[src/rtl/motor_ramp_bridge_ctrl.sv]
`default_nettype none
// ============================================================================
// Module      : motor_ramp_bridge_ctrl
// Description : Drives one L298 H-bridge channel. The ENA pin carries a PWM
//               waveform whose duty ramps toward a clamped percent target.
//               IN1/IN2 select the direction. A direction reversal first
//               ramps the duty down to 0. It then holds both direction pins
//               low for a dead time before the bridge runs in the new
//               direction.
// Ports       : w5       - system clock; all logic runs on its rising edge
//               u18      - synchronous active-high reset
//               cmd_duty - target duty in percent; values above 100 clamp
//               cmd_dir  - requested direction (0 forward, 1 reverse)
//               ena      - PWM output to L298 ENA
//               in1      - L298 IN1 (forward drive)
//               in2      - L298 IN2 (reverse drive)
//               cur_duty - duty currently applied, 0..100
//               busy     - high while a reversal is in progress
// Revision    : 1.0 - initial release
// ============================================================================
module motor_ramp_bridge_ctrl #(
   parameter int PRESCALE     = 1000,
   parameter int PWM_STEPS    = 100,
   parameter int RAMP_PERIODS = 4,
   parameter int DEAD_PERIODS = 8
) (
   input  logic       w5,
   input  logic       u18,
   input  logic [7:0] cmd_duty,
   input  logic       cmd_dir,
   output logic       ena,
   output logic       in1,
   output logic       in2,
   output logic [7:0] cur_duty,
   output logic       busy
);

   localparam int c_pre_w  = (PRESCALE > 1)     ? $clog2(PRESCALE)     : 1;
   localparam int c_pwm_w  = (PWM_STEPS > 1)    ? $clog2(PWM_STEPS)    : 1;
   localparam int c_ramp_w = (RAMP_PERIODS > 1) ? $clog2(RAMP_PERIODS) : 1;
   localparam int c_dead_w = (DEAD_PERIODS > 1) ? $clog2(DEAD_PERIODS) : 1;

   localparam logic [c_pre_w-1:0]  c_pre_last  = c_pre_w'(PRESCALE - 1);
   localparam logic [c_pwm_w-1:0]  c_pwm_last  = c_pwm_w'(PWM_STEPS - 1);
   localparam logic [c_ramp_w-1:0] c_ramp_last = c_ramp_w'(RAMP_PERIODS - 1);
   localparam logic [c_dead_w-1:0] c_dead_last = c_dead_w'(DEAD_PERIODS - 1);
   localparam logic [7:0]          c_duty_max  = 8'd100;

   typedef enum logic [1:0] {
      ST_IDLE      = 2'd0,
      ST_RUN       = 2'd1,
      ST_RAMP_DOWN = 2'd2,
      ST_DEAD      = 2'd3
   } state_t;

   state_t              r_state;
   state_t              w_state_nxt;
   logic [c_pre_w-1:0]  r_pre;
   logic [c_pwm_w-1:0]  r_pwm;
   logic [c_ramp_w-1:0] r_ramp;
   logic [c_dead_w-1:0] r_dead;
   logic [7:0]          r_duty;
   logic [7:0]          w_duty_nxt;
   logic                r_dir;
   logic                w_dir_nxt;
   logic                r_ena;
   logic                r_in1;
   logic                r_in2;
   logic                r_busy;

   logic                w_tick;
   logic                w_period_end;
   logic                w_step;
   logic                w_dead_last;
   logic                w_ramp_clr;
   logic [7:0]          w_tgt;
   logic [7:0]          w_pwm_ext;
   logic                w_drive;

   assign w_tgt        = (cmd_duty > c_duty_max) ? c_duty_max : cmd_duty;
   assign w_tick       = (r_pre == c_pre_last);
   assign w_period_end = w_tick && (r_pwm == c_pwm_last);
   assign w_step       = w_period_end && (r_ramp == c_ramp_last);
   assign w_dead_last  = w_period_end && (r_dead == c_dead_last);
   assign w_pwm_ext    = 8'(r_pwm);

   // The ramp counter restarts whenever RUN or RAMP_DOWN is entered.
   // The first duty step in a new state therefore always follows a full
   // RAMP_PERIODS interval.
   assign w_ramp_clr   = (w_state_nxt != r_state) &&
                         ((w_state_nxt == ST_RUN) || (w_state_nxt == ST_RAMP_DOWN));

   // The bridge is driven in RUN and also through RAMP_DOWN. The direction
   // pins therefore keep their RUN values until the duty reaches 0.
   assign w_drive      = (r_state == ST_RUN) || (r_state == ST_RAMP_DOWN);

   // Next-state and next-duty decisions. These only fire at period_end, so
   // every PWM period runs to completion with a constant duty.
   always_comb begin
      w_state_nxt = r_state;
      w_duty_nxt  = r_duty;
      w_dir_nxt   = r_dir;
      if (w_period_end) begin
         case (r_state)
            ST_IDLE: begin
               w_duty_nxt = '0;
               if (w_tgt != 8'd0) begin
                  w_dir_nxt   = cmd_dir;
                  w_state_nxt = ST_RUN;
               end
            end
            ST_RUN: begin
               // A direction change has priority over ramping toward the target.
               if (cmd_dir != r_dir) begin
                  w_state_nxt = (r_duty != 8'd0) ? ST_RAMP_DOWN : ST_DEAD;
               end else if ((r_duty == 8'd0) && (w_tgt == 8'd0)) begin
                  w_state_nxt = ST_IDLE;
               end else if (w_step) begin
                  if (r_duty < w_tgt) begin
                     w_duty_nxt = r_duty + 8'd1;
                  end else if (r_duty > w_tgt) begin
                     w_duty_nxt = r_duty - 8'd1;
                  end
               end
            end
            ST_RAMP_DOWN: begin
               // Once a reversal starts, it completes. The target and the
               // direction request are ignored until DEAD ends.
               if (r_duty == 8'd0) begin
                  w_state_nxt = ST_DEAD;
               end else if (w_step) begin
                  w_duty_nxt = r_duty - 8'd1;
               end
            end
            ST_DEAD: begin
               if (w_dead_last) begin
                  w_dir_nxt   = cmd_dir;
                  w_state_nxt = (w_tgt != 8'd0) ? ST_RUN : ST_IDLE;
               end
            end
            default: begin
               w_state_nxt = ST_IDLE;
            end
         endcase
      end
   end

   always_ff @(posedge w5) begin
      if (u18) begin
         r_state <= ST_IDLE;
         r_pre   <= '0;
         r_pwm   <= '0;
         r_ramp  <= '0;
         r_dead  <= '0;
         r_duty  <= '0;
         r_dir   <= 1'b0;
         r_ena   <= 1'b0;
         r_in1   <= 1'b0;
         r_in2   <= 1'b0;
         r_busy  <= 1'b0;
      end else begin
         r_state <= w_state_nxt;
         r_duty  <= w_duty_nxt;
         r_dir   <= w_dir_nxt;

         // Prescaler and PWM counter free-run in every state.
         r_pre <= w_tick ? '0 : r_pre + c_pre_w'(1);
         if (w_tick) begin
            r_pwm <= (r_pwm == c_pwm_last) ? '0 : r_pwm + c_pwm_w'(1);
         end

         if (w_ramp_clr) begin
            r_ramp <= '0;
         end else if (w_period_end && w_drive) begin
            r_ramp <= (r_ramp == c_ramp_last) ? '0 : r_ramp + c_ramp_w'(1);
         end

         if (r_state != ST_DEAD) begin
            r_dead <= '0;
         end else if (w_period_end) begin
            r_dead <= (r_dead == c_dead_last) ? '0 : r_dead + c_dead_w'(1);
         end

         // Strict compare: duty 0 never asserts ENA. At 100 every count
         // 0..99 is below the duty, so ENA never drops at the wrap.
         r_ena  <= (w_pwm_ext < r_duty);
         r_in1  <= w_drive && !r_dir;
         r_in2  <= w_drive &&  r_dir;
         r_busy <= (r_state == ST_RAMP_DOWN) || (r_state == ST_DEAD);
      end
   end

   assign ena      = r_ena;
   assign in1      = r_in1;
   assign in2      = r_in2;
   assign cur_duty = r_duty;
   assign busy     = r_busy;

endmodule
`default_nettype wire

[config.mk]
export PLATFORM = sky130hd
export DESIGN_NAME = motor_ramp_bridge_ctrl
export DESIGN_NICKNAME = d
export VERILOG_FILES = /design/src/rtl/motor_ramp_bridge_ctrl.sv
export SDC_FILE = /design/constraint.sdc
export NUM_CORES = 1
export LEC_CHECK = 0
export ABC_CLOCK_PERIOD_IN_PS = 2460
export CORE_ASPECT_RATIO = 1.1
export CORE_MARGIN = 2
export CORE_UTILIZATION = 50
export DETAILED_ROUTE_END_ITERATION = 10
export PLACE_DENSITY_LB_ADDON = 0.08
export SETUP_SLACK_MARGIN = 0.1
export SYNTH_ARGS = -nofsm -noshare
export SYNTH_HDL_FRONTEND = slang
export SYNTH_SLANG_ARGS = --single-unit
[constraint.sdc]
create_clock -name w5 -period 2.46 [get_ports w5]
set_input_delay 0.246 -clock w5 [delete_from_list [all_inputs] [get_ports w5]]
set_output_delay 0.246 -clock w5 [all_outputs]
set_load 0.02 [all_outputs]
# Word level (Yosys, flattened, before mapping)
# Cells that the tools add are included.
# word_totals
ff_bits	37
latchBits	0
ramBits	0
rom_bits	0
in_bits	11
out_inout_bits	12
mem_count	0
# op_classes
addsub	6
n_mul	0
div	0
magnitude_cmp	4
n_eq_ne	20
shifts	0
mux	24
bitwise_logic	0
n_reduce_logical	24
# ops
operator	n
$mux 8	8
$pmux 8 s3	1
$logic_not 8->1	2
$ne 2x2->1 const B	8
$reduce_bool 8->1	2
$mux 2	7
$add 10x1->10 const B	1
$eq 10x10->1 const B	1
$add 8x1->8 const B	1
$eq 2x2->1 const B	4
$gt 8x7->1 const B	1
$gt 8x8->1	1
$logic_and 1x1->1	8
$lt 7x8->1	1
$lt 8x8->1	1
$pmux 2 s4	1
$reduce_and 8->1	1
$sub 8x1->8 const B	1
$add 7x1->7 const B	1
$eq 7x7->1 const B	1
$mux 7	1
$reduce_or 2->1	3
$eq 2x1->1 const B	2
$mux 1	4
14 further kinds	16

# Logic depth before layout (Yosys ltp)
# Gate-level depths: netlist of the first run.
# logic_depth
ltp_word	12
mapped_depth	13
ltp_nobuf	12

# Worst setup path before layout of the first run
# OpenSTA, ideal clock, no wires.
# synth_path
path_type	register to register
from	register r_pwm[2]
to	register r_duty[3] (netlist: cur_duty[3])
setup_ps	58
arrival_ps	2584
required_ps	2402
setup_slack_ps	-182
path_stages_with_launch	9
synth_period_minus_slack_ps	2642
path_cell_list	dfxtp_1 > or4b_1 > or4_4 > buf_6 > a2111o_1 > a311o_1 > buf_6 > o32ai_2 > a211o_1
# synth_between
elab_chain_len	5
elab_cells_between_ends	6
classes_between	eq/ne (3); reduce/logical (3)
# synth_lines
element	line	text
start, declared	59	logic [c_pwm_w-1:0] r_pwm;
start signal, assigned	169	r_pwm <= (r_pwm == c_pwm_last) ? '0 : r_pwm + c_pwm_w'(1);
$eq 7x7->1 *	82	assign w_period_end = w_tick && (r_pwm == c_pwm_last);
$logic_and 1x1->1 *	82	
$logic_and 1x1->1	83	assign w_step = w_period_end && (r_ramp == c_ramp_last);
$ne 2x2->1 (no line)	--	
$reduce_and 8->1 (no line) *	--	
end signal, assigned	163	r_duty <= w_duty_nxt;
end, declared	62	logic [7:0] r_duty;
# Mark *: on every way between the ends. The rest lies on a longest branch, timed or not.
# A chain may end at the register's enable or synchronous reset.

# Final worst setup path of the first run
# layout_path
from	register r_pwm[4]
to	register r_duty[4] (netlist: cur_duty[4])
# Same word-level chain as after synthesis.

==> results of run 1 <==
==> stage by stage <==
step / area, µm² / hold WS [ns] / setup TNS (ns)
4_1_cts: 3390 / 0.469 / -0.632
3_5_place_dp: 3250 / 0.458 / -4.62
5_1_grt: 3510 / 0.496 / -0.900
2_1_floorplan: 2590 / 0.393 / -0.417
6_report: 3510 / 0.467 / -0.458
3_3_place_gp: 3250 / 0.442 / -4.13
==> synth_stat cells (all sizes together), types with 5 or more instances <==
library cell  number
xnor2             15
inv               16
xor2               9
nand3             17
nor4               6
nor3              11
and3               5
nor2              36
nand2             32
a21oi             21
dfxtp             37
o21ai             13
clkbuf             9
ha                26
nand4             10
mux2i              6
==> critical path: stages (launching register included) <==
cell and delay (ns):
dfxtp_2 0.32, or4b_4 0.54, or4_4 0.45, a2111o_1 0.31
a311o_1 0.35, buf_4 0.19, nor2_1 0.12, o21ai_1 0.09
a21oi_1 0.15
==> per-layer routing <==
layer	wire (µm)	global-route usage, %	share of wire (%)
met4	240	11.7	3.5
met5	0	0	0
met1	2860	31.6	42
met3	424	4.42	6.2
met2	3300	41.5	48
==> flip-flops by register name (all words and copies together), names as in the netlist, 2 cells and up <==
name,cells
cur_duty,8
r_ramp,2
r_state,2
r_dead,3
r_pwm,7
r_pre,10
==> report_power, final <==
| group | internal [µW] | total [µW] | switching (µW) |
|---|---|---|---|
| logic | 43.8 | 85.9 | 42.1 |
| clock network | 330 | 562 | 233 |
| registers | 602 | 605 | 2.16 |
==> layout by cell type (no fill, tap or decap), types with 3 or more instances in the layout <==
cell type / count
dfxtp_1: 35
buf_4: 59
and2_1: 3
nand2_1: 31
clkdlybuf4s50_1: 14
or3_1: 4
xnor2_1: 15
nor3_2: 3
nand4_1: 10
nor2b_1: 4
nor4_1: 6
o21ai_0: 7
nor3_1: 7
clkdlybuf4s15_1: 3
nor2_1: 35
nand3b_1: 4
o21ai_1: 4
mux2i_1: 4
and3_1: 5
o211ai_1: 4
ha_1: 26
clkbuf_8: 6
nand3_1: 17
inv_1: 16
a21oi_1: 18
xor2_1: 9
nand2b_1: 4
==> worst max-delay path by stage <==
stage	end	cells past startpoint
final	cur_duty[4]$_SDFFE_PP0P_	8
after global routing	cur_duty[3]$_SDFFE_PP0P_	7
after CTS	cur_duty[5]$_SDFFE_PP0P_	8
after detailed placement	cur_duty[3]$_SDFFE_PP0P_	13
after global placement	cur_duty[3]$_SDFFE_PP0P_	13
after floorplan	cur_duty[3]$_SDFFE_PP0P_	8
==> final cells by class <==
| cell class | count | share of cell area (%) |
|---|---|---|
| clock buffer | 6 | 2.35 |
| inverter | 16 | 1.71 |
| timing repair buffer | 83 | 19.5 |
| sequential | 37 | 21.2 |
| clock inverter | 2 | 1.07 |
| multi-input combinational | 261 | 52.2 |
| tap | 58 | 2.07 |
==> kinds of logic after synthesis <==
kind of cell,count (synthesis)
XOR/XNOR,24
buffers and inverters,28
adder cells (fa/ha/maj),26
multiplexers,6
AO/OA/AOI/OAI,58
AND/OR/NAND/NOR,146
other,1
flip-flops,37
==> repair_timing <==
action                     in CTS  in global routing
pin swaps                      13                 16
hold buffers                    0                  0
setup endpoints to repair      10                 10
setup buffers                   1                  3
resized for setup              12                 32
==> results.cfg, run 1 <==
[run_status]
status = finished with violations
violations = negative setup slack

[final_layout]
drive_gt1_share_pct = 23.7
diodes = 0
fin_util_pct = 70.2
finalNonFillerCells = 463
fill_cells = 418
regArea_um2 = 743
multi_input_area_mm2 = 0.00183
layout.nets = 441
area_delta_synth_final_pct = 35.9

[synthesis]
yosys.area.top_type = dfxtp_1
ys_seq_area_share_pct = 28.7
yosys_warnings = 0
synth_compound_gate_area_share_pct = 14.9
synth_area_leaders = dfxtp_1 (29%), ha_1 (13%), nor2_1 (5.2%)
synth.distinct_cells = 51
synth_area_mm2 = 0.00258
async_flop_share_pct = 0
synthAdderAreaFrac_pct = 12.6
synth-xor-area-share_pct = 8.14
syn_nets = 363
synth-main-ff-cell = dfxtp_1
synth_top_family_by_area = simple AND/OR/NAND/NOR gates
synth-edff-count = 0
synth-seq-cells = 37
netlist_instances = 326
avgSynthCellArea_um2 = 7.93
yosys.area.top_type_share_pct = 28.7
muxShareOfSynthArea_pct = 2.32
yosys.area_share.simple_pct = 28.6

[timing]
final_max_slew_viol_count = 0
fin_crit_sh_pct = 105
layout_min_cycle_time_ns = 2.58
setup_viol = 6
fmax_mhz = 387
setup_slack_ns = -0.123
rsz0062_at_grt = yes
final_hold_viol_count = 0
skew_ns = 0.00874

[global_routing]
grt_pass1_wl_um = 11400
track_usage_pct = 25.2
globalRouteOverflowTotal = 0
grt_pass1_vias = 2585
grt_start_max_net_pins = 13
antenna_found_initial = 0

[min_path]
min_path_cells = 2
min-delay-start = r_dead[1]$_SDFFE_PP0P_
min_to = r_dead[1]$_SDFFE_PP0P_
hold_class = register to register

[cts]
clk_transition_reported_paths_ns = 0.08
cts-buffers-inserted = 5
h-tree-depth = 2
clock_latency_ns = 0.29
cts_buffer_depth = 2
clockRootBuffer = clkbuf_8
cts_sinks = 37
cts_tree = done

[placement]
dp_hpwl_um = 5180
portBuffers = 22
dp_slack_ns = -0.625
dp.cells = 451
routabilityCongestion = 0.962

[run]
cap_violations = 0

[die]
fp-row-count = 27
core_mm2 = 0.00500
dieArea_mm2 = 0.00576
ioPinCount = 23
initial_core_util_pct = 51.7
die_y_um = 79.4
dieWidth_um = 72.5

[detailed_routing]
routed_wl_um = 6830
ant_nets = 0
vias = 2678
avgViaCountPerCell = 5.78
routedWlPerCell_um = 14.7
initialDrtViolationCount = 183
drc_errors = 0
drt_pass1_iterations = 5

[setup_path]
reg2reg_depth = 8
cp.required_ns = 2.69
r2r-start = r_pwm[4]$_SDFFE_PP0P_
critPathLaunch = r_pwm[4]$_SDFFE_PP0P_
reg2reg_slack_ns = -0.12
startpoint_type = register
worstPathArrival_ns = 2.81
crit_type = register to register
cp_max_fo = 7
r2r-end = cur_duty[4]$_SDFFE_PP0P_
end_kind = register

[power_and_ir_drop]
finalPower_uw = 1250
powerDensity_mw_per_mm2 = 357
leakage_uw = 0.00144
ir_drop_mv = 0.391
(Power assumes the default switching activity.)
==> run 2, diff against run 1 <==
--- a/config.mk
+++ b/config.mk
@@ -6,6 +6,7 @@
 export NUM_CORES = 1
 export LEC_CHECK = 0
 export ABC_CLOCK_PERIOD_IN_PS = 2460
+export CAP_MARGIN = 20
 export CORE_ASPECT_RATIO = 1.1
 export CORE_MARGIN = 2
 export CORE_UTILIZATION = 50
==> results of run 2 <==
Same layout as run 1: the final DEF is identical, and so are final timing and power.
